==> src/rtl/canny_frame_loader.sv <==
// canny_frame_loader: buffers one IMG_DIM x IMG_DIM frame of quantized pixels and replays it as a LANES-wide burst.
// Ports: clk/reset; in_valid/in_ready/in_sof/in_pixel input stream; burst_req/frame_ready handshake;
//        pixel_out0..4 lanes, load_end on the last beat, sync_err pulse on framing errors. Assumes LANES >= 2.
module canny_frame_loader #(
  parameter int IN_W    = 8,
  parameter int OUT_W   = 5,
  parameter int IMG_DIM = 20,
  parameter int LANES   = 5
) (
  input  logic             clk,
  input  logic             reset,
  input  logic             in_valid,
  output logic             in_ready,
  input  logic             in_sof,
  input  logic [IN_W-1:0]  in_pixel,
  input  logic             burst_req,
  output logic             frame_ready,
  output logic [OUT_W-1:0] pixel_out0,
  output logic [OUT_W-1:0] pixel_out1,
  output logic [OUT_W-1:0] pixel_out2,
  output logic [OUT_W-1:0] pixel_out3,
  output logic [OUT_W-1:0] pixel_out4,
  output logic             load_end,
  output logic             sync_err
);

  localparam int NPIX   = IMG_DIM * IMG_DIM;
  localparam int NWORDS = NPIX / LANES;
  localparam int CW     = $clog2(NPIX + 1);
  localparam int AW     = $clog2(NWORDS + 1);
  localparam int LW     = $clog2(LANES + 1);
  localparam int WW     = LANES * OUT_W;
  localparam int SH     = IN_W - OUT_W;
  localparam logic [IN_W:0] RND = (IN_W+1)'(2 ** (SH - 1));

  typedef enum logic [1:0] {FILL, FULL, BURST} state_t;

  state_t           r_state;
  logic [CW-1:0]    r_cnt;
  logic [LW-1:0]    r_lane;
  logic [AW-1:0]    r_waddr;
  logic [AW-1:0]    r_rd_addr;
  logic [WW-1:0]    r_stage;
  logic [WW-1:0]    r_dout;
  logic             r_in_ready;
  logic             r_frame_ready;
  logic             r_load_end;
  logic             r_sync_err;
  logic [WW-1:0]    r_mem [NWORDS];

  // Rounded quantization carried one bit wider so the top bit flags overflow.
  logic [OUT_W:0]   w_qw;
  logic [OUT_W-1:0] w_q;
  assign w_qw = (OUT_W+1)'(({1'b0, in_pixel} + RND) >> SH);
  assign w_q  = w_qw[OUT_W] ? {OUT_W{1'b1}} : w_qw[OUT_W-1:0];

  // in_ready is only high in FILL, so a transfer implies FILL.
  logic          w_xfer, w_start, w_orphan, w_accept, w_take, w_wr_en, w_last;
  logic [LW-1:0] w_lane;
  logic [AW-1:0] w_waddr;
  logic [WW-1:0] w_word;
  assign w_xfer   = in_valid & r_in_ready;
  assign w_start  = w_xfer & in_sof;
  assign w_orphan = w_xfer & ~in_sof & (r_cnt == '0);
  assign w_accept = w_xfer & ~in_sof & (r_cnt != '0);
  assign w_take   = w_start | w_accept;
  // A start-of-frame pixel always lands in lane 0 of word 0, whatever was staged.
  assign w_lane   = w_start ? '0 : r_lane;
  assign w_waddr  = w_start ? '0 : r_waddr;
  assign w_wr_en  = w_take & (w_lane == LW'(LANES - 1));
  assign w_word   = {w_q, r_stage[(LANES-1)*OUT_W-1:0]};
  assign w_last   = w_accept & (r_cnt == CW'(NPIX - 1));

  always_ff @(posedge clk) begin
    if (w_wr_en) r_mem[w_waddr] <= w_word;
  end

  always_ff @(posedge clk or posedge reset) begin
    if (reset) begin
      r_state       <= FILL;
      r_cnt         <= '0;
      r_lane        <= '0;
      r_waddr       <= '0;
      r_rd_addr     <= '0;
      r_stage       <= '0;
      r_dout        <= '0;
      r_in_ready    <= 1'b1;
      r_frame_ready <= 1'b0;
      r_load_end    <= 1'b0;
      r_sync_err    <= 1'b0;
    end else begin
      r_sync_err <= (w_start & (r_cnt != '0)) | w_orphan;
      case (r_state)
        FILL: begin
          if (w_start) r_cnt <= CW'(1);
          else if (w_accept) r_cnt <= r_cnt + CW'(1);
          if (w_take) begin
            if (w_wr_en) begin
              r_lane  <= '0;
              r_waddr <= w_waddr + AW'(1);
            end else begin
              for (int j = 0; j < LANES; j++)
                if (w_lane == LW'(j)) r_stage[j*OUT_W +: OUT_W] <= w_q;
              r_lane  <= w_lane + LW'(1);
              r_waddr <= w_waddr;
            end
          end
          if (w_last) begin
            r_state       <= FULL;
            r_in_ready    <= 1'b0;
            r_frame_ready <= 1'b1;
          end
        end
        FULL: begin
          // Beat 0 is launched on the same edge that samples the request.
          if (burst_req) begin
            r_state       <= BURST;
            r_frame_ready <= 1'b0;
            r_dout        <= r_mem[0];
            r_rd_addr     <= AW'(1);
            r_load_end    <= (NWORDS == 1);
          end
        end
        BURST: begin
          if (r_load_end) begin
            r_state    <= FILL;
            r_dout     <= '0;
            r_load_end <= 1'b0;
            r_cnt      <= '0;
            r_lane     <= '0;
            r_waddr    <= '0;
            r_in_ready <= 1'b1;
          end else begin
            r_dout     <= r_mem[r_rd_addr];
            r_rd_addr  <= r_rd_addr + AW'(1);
            r_load_end <= (r_rd_addr == AW'(NWORDS - 1));
          end
        end
        default: r_state <= FILL;
      endcase
    end
  end

  assign in_ready    = r_in_ready;
  assign frame_ready = r_frame_ready;
  assign load_end    = r_load_end;
  assign sync_err    = r_sync_err;
  assign pixel_out0  = r_dout[0*OUT_W +: OUT_W];
  assign pixel_out1  = r_dout[1*OUT_W +: OUT_W];
  assign pixel_out2  = r_dout[2*OUT_W +: OUT_W];
  assign pixel_out3  = r_dout[3*OUT_W +: OUT_W];
  assign pixel_out4  = r_dout[4*OUT_W +: OUT_W];

endmodule
==> config.mk <==
export PLATFORM = sky130hd
export DESIGN_NAME = canny_frame_loader
export DESIGN_NICKNAME = d
export VERILOG_FILES = /design/src/rtl/canny_frame_loader.sv
export SDC_FILE = /design/constraint.sdc
export NUM_CORES = 2
export LEC_CHECK = 0
export CAP_MARGIN = 30
export CORE_UTILIZATION = 65
export DETAILED_ROUTE_END_ITERATION = 10
export PLACE_DENSITY = 0.81
export SETUP_SLACK_MARGIN = 0.1
export SLEW_MARGIN = 40
export SYNTH_ARGS = -nofsm -noshare
export SYNTH_HDL_FRONTEND = slang
export SYNTH_SLANG_ARGS = --single-unit
export TNS_END_PERCENT = 50
==> constraint.sdc <==
create_clock -name clk -period 8.8 [get_ports clk]
set_input_delay 0.88 -clock clk [delete_from_list [all_inputs] [get_ports clk]]
set_output_delay 0.88 -clock clk [all_outputs]
set_load 0.1 [all_outputs]
## Yosys cells after proc, flatten, opt, wreduce, memory -nomap -nowiden

Memory sizes are Yosys's and may differ from the RTL's.
Cells that the tools add are included.

- Bitwise logic cells: 12
- Multiplexer cells: 35
- Equal/unequal tests: 14
- Reduce and logical (&&, ||, !) cells: 18
- Add/sub/neg operators: 5

Operators by type and width:

| operator | number |
|---|---|
| 25-bit two-way mux | 2 |
| 25-bit one-hot mux with 2 select lines | 1 |
| 7-bit two-way mux | 6 |
| 7-bit one-hot mux with 2 select lines | 2 |
| 9-bit two-way mux | 3 |
| 9-bit one-hot mux with 2 select lines | 1 |
| 3-bit AND reduction | 6 |
| 4-bit AND reduction | 4 |
| 7-bit by 1-bit adder with 7-bit output, second input constant | 2 |
| 3-bit two-way mux | 4 |
| 2-bit != test, second input constant | 5 |
| 8-bit by 3-bit adder with 9-bit output, second input constant | 1 |
| 9-bit by 1-bit adder with 9-bit output, second input constant | 1 |
| 9-bit == test, second input constant | 1 |
| 9-bit logical NOT | 1 |
| 9-bit nonzero test | 1 |
| 1-bit AND | 8 |
| 7-bit == test, second input constant | 1 |
| 1-bit two-way mux | 7 |
| 3-bit by 2-bit == test with 1-bit output, second input constant | 2 |
| 2-bit two-way mux | 3 |
| 1-bit one-hot mux with 2 select lines | 3 |
| 2-bit one-hot mux with 3 select lines | 1 |
| 3-bit one-hot mux with 2 select lines | 1 |
| other kinds (13) | 17 |

- Bits in registers: 77
- Memories kept: 1
- Logic and storage cells: 99
- Memory bits (writable): 2,000

Memories:

| memory | words | width | rd ports | clocked after Yosys merged registers in | wr ports | RTL line | RTL |
|---|---|---|---|---|---|---|---|
| r_mem | 80 | 25 | 2 | 0 | 1 | 49 | `logic [WW-1:0] r_mem [NWORDS];` |

## Logic depth before layout (Yosys ltp)

- Depth after elaboration: 8
- Mapped depth: 12
- Gate-level depth less buffers: 10

## Worst setup path after synthesis

OpenSTA, ideal clock, no wires.

- Kind: register to register
- Start point: register r_in_ready (netlist: in_ready)
- End point: memory r_mem[65][0] in the netlist's numbering, enable pin
- Path buffers: 1
- Required time: 8.393 ns
- Data arrival time: 3.890 ns
- Cell stages (with the launch flop): 11
- Clock period less this slack: 4.297 ns
- Slack: 4.503 ns
- Cells stage by stage: dfstp_2 > nand3_1 > clkbuf_1 > and2_1 > inv_1 > ha_1 > nand2_1 > or3_1 > nor2_1 > nand3_1 > nor2_1

- Word-level cells in the longest chain between the ends: 7
- Elaborated cells on any way between the ends: 11
- Those cells by class: eq/ne: 1; mux: 4; bitwise: 6

RTL lines:

| item | RTL line | RTL |
|---|---|---|
| from (decl) | 45 | `logic r_in_ready;` |
| from (signal assigned) | 87 | `r_in_ready <= 1'b1;` |
| from (signal assigned) | 110 | `r_in_ready <= 1'b0;` |
| from (signal assigned) | 132 | `r_in_ready <= 1'b1;` |
| 1-bit AND * | 62 | `assign w_xfer = in_valid & r_in_ready;` |
| 1-bit AND, on equally long branches | 63, 65 |  |
| 3-bit two-way mux / 1-bit AND (equally long branches) | 68, 65 |  |
| 3-bit == test / 1-bit bitwise OR (equally long branches) | n/a |  |
| 1-bit AND | 70 | `assign w_wr_en = w_take & (w_lane == LW'(LANES - 1));` |
| 1-bit two-way mux | 75 | `if (w_wr_en) r_mem[w_waddr] <= w_word;` |
| 1-bit two-way mux (not written as such) | 75 |  |
| to (decl) | 49 |  |

Every way passes the cells marked *; elsewhere a longest branch is shown, timed or not.

## Worst setup path in the final report

- Start point: input in_sof
- End point: memory r_mem[13][17] in the netlist's numbering, enable pin

- Word-level cells in the longest chain between the ends: 7
- Elaborated cells on any way between the ends: 11
- Those cells by class: eq/ne: 1; mux: 4; bitwise: 6

RTL lines:

| item | RTL line | RTL |
|---|---|---|
| from (decl) | 14 | `input logic in_sof,` |
| 1-bit inverter | 65 | `assign w_accept = w_xfer & ~in_sof & (r_cnt != '0);` |
| 1-bit AND (2 in a row) | 65 |  |
| 1-bit bitwise OR | 66 | `assign w_take = w_start \| w_accept;` |
| 1-bit AND | 70 |  |
| 1-bit two-way mux | 75 |  |
| 1-bit two-way mux (not written as such) | 75 |  |

Several ways; a longest one is shown, not always the timed one.

==> metrics.txt <==
run status completed; maximum vdd drop 0.0002691 V; layout overhead on the synthesized area 11.02%; pin count of the biggest net entering global routing 119; number of gates given a new drive strength after cts 0; Die W 355.5 microns; setup repair after global routing missed its margin no; Inserted Clock Buffers 193; share of the synthesized area in the top cell type 0.7394; Post-synth EDFFs 2,000; Wirelength per Cell 35.06 microns; highest-count cells in the layout ignoring fill and taps edfxtp_1, mux2i_1, mux4_2; GRT Overall Usage 0.3405; post-route DRC violation count 0; unique cell type count in the Yosys netlist 60; standby leakage power 31.88 nW; endpoint kind of the worst setup timing path flip-flop; gpl congestion 0.9317; sort of element at the start of the critical path input port; count of nets left with antenna violations after detail routing 0; CTS Root Buffer Type clkbuf_16; Detail Placement HPWL 116,300 microns; share of final-layout standard cells stronger than drive strength 1 0.2042; drt total wl 213,800 microns; top post-synthesis cells by area edfxtp_1, mux4_2, mux2i_1, dfrtp_1, a22oi_1; count of endpoints failing setup in the final report 0; Finished Core Util 0.7284; core region area 123,800 sq um; number of nets in the finished design 4,320; number of synthesized register bits 2,077; portion of the post-synthesis area used by sequential elements 0.7631; First-pass DRT Iterations 7; fillers 6,586; num ports 42; die area 126,400 sq um; number of buffers added for setup after CTS 0; first-pass GRT wire length 301,200 microns; setup total negative slack 0 ps; combined area of all synthesized cells 81,220 sq um; synthesized netlist net count 4,150; initial DRC count 7,199; CP Data Required Time 9300 ps; maximum clock skew at final layout 61.42 ps; highest clock rate 0.2137 GHz; Post-synth top flop edfxtp_1; worst slew pin tran 965.9 ps; Async S/R FF share, synth 0.03707; area used by multi-input combinational logic 18,090 sq um; Worst Setup Path Type input port to flip-flop; Tot Pwr 22.30 mW; pre-CTS setup slack 3503 ps; number of vias per cell 7.150; post-layout minimum cycle time 4680 ps; endpoints failing hold 0; smallest setup slack after layout 4120 ps; Worst Hold Margin 352.8 ps; clock latency of the later-clocked register in the worst-skew pair 850 ps; most common cell after layout, fill and taps aside edfxtp_1; mean area per synthesized cell 19.68 sq um; power density cells 247.4 nW/um^2; Die Ht 355.5 microns; path type of the worst min-delay path input port to async pin; total clock sinks 2,077; Starting Density 0.6561; TritonCTS clock tree yes; leftover overflow at the end of global routing 0; buffers added on ports 39; final slew viol count 0; Reg clk slew, reported paths 60 ps; FF+latch area 62,030 sq um; level count of the clock H-tree 4; worst slew margin relative to its limit 0.3561; worst-path fanout max 18; antenna violations before repair 21; leading area contributor after synthesis edfxtp_1; Clock Tree Buf Depth 3; row count 129; number of standard cells after synthesis 4,127; portion of the clock cycle consumed by the worst path in the final layout 0.5318; total of warnings raised by yosys 0; via count of the routed design 43.60k; post-cts hold buffer count 0; max_cap viols 0; arrival time reported for the critical path endpoint 5180 ps; vias in the first global route 42.49k
final cells by class:
type	instances	area share
inverter	16	0.0007215
antenna	4	0.0001110
multi-input combinational	1810	0.2006
clock buffer	256	0.05708
tap	1637	0.02271
sequential	2077	0.6879
clock inverter	99	0.01066
timing repair buffer	199	0.02026
path summary, 6_finish.rpt:
check | startpoint | endpoint | slack (ps) | cells past startpoint
setup / recovery | in_sof | r_mem[13][17] | 4120 | 12
max in group asynchronous | reset | r_dout[17] | 7450 | 4
hold / removal | reset | r_stage[17] | 350 | 2
min in group clk | in_ready | in_ready | 500 | 2
hold reg to reg | in_ready | in_ready | 500 | 2
setup reg to reg | r_rd_addr[2] | r_dout[4] | 4200 | 8
cell usage after synthesis (8+ instances only):
cell type / number
a22oi_1: 186
a22o_1: 15
buf_1: 12
a221oi_1: 37
nand2_1: 82
a31oi_1: 24
ha_1: 10
clkbuf_1: 83
buf_6: 47
nor3_1: 11
nor2b_1: 8
o221ai_1: 10
dfrtp_1: 76
buf_2: 41
mux2i_1: 540
buf_8: 10
nand3_1: 113
o21a_1: 31
buf_4: 29
o22ai_1: 31
a211oi_1: 13
nor2_1: 172
edfxtp_1: 2000
a21oi_1: 44
o21ai_0: 67
nand4_1: 25
mux2_2: 37
inv_1: 14
mux4_2: 269
where the power goes:
part | internal [mW] | switching (mW) | leakage [nW] | total, mW
clock network | 4.54 | 3.64 | 2.96 | 8.17
registers | 12.0 | 0.297 | 19.0 | 12.3
logic | 0.232 | 1.57 | 9.89 | 1.80
total | 16.8 | 5.50 | 31.9 | 22.3
state kept, by name (all words and copies together), names as in the netlist:
register     cells
r_mem         2000
r_dout          25
r_stage         20
r_cnt            9
r_rd_addr        7
r_waddr          7
r_lane           3
r_state          2
frame_ready      1
in_ready         1
load_end         1
sync_err         1
cells by family after synthesis:
| logic type | share of synthesized area |
|---|---|
| multiplexers | 0.1468 |
| adder cells (fa/ha/maj) | 0.001540 |
| XOR/XNOR | 0.0006471 |
| AO/OA/AOI/OAI | 0.04310 |
| flip-flops | 0.7631 |
| buffers and inverters | 0.01901 |
| AND/OR/NAND/NOR | 0.02574 |
stage by stage:
| stage | cell area [sq um] | instances |
|---|---|---|
| final | 90170 | 6098 |
| after global routing | 90170 | 6095 |
| after CTS | 90020 | 6089 |
| after detailed placement | 83910 | 5734 |
| after global placement | 83690 | 5720 |
| after floorplan | 81220 | 4127 |
worst max-delay path: stages:
cell             delay [ps]
clkdlybuf4s50_1         660
nand3_1                 480
and2_1                  380
inv_1                    90
ha_1                    200
nand2_1                  70
or3_1                   350
nor2_1                  560
nand3_1                 210
buf_4                   330
nor2_2                  520
buf_4                   410
routing by layer:
layer  global-route usage  routed length, microns
met4               0.1609                   11700
met5                    0                     182
met2               0.5123                   99200
met1               0.4559                   72210
met3               0.1117                   30510
Power figures use the tool's default switching activity.
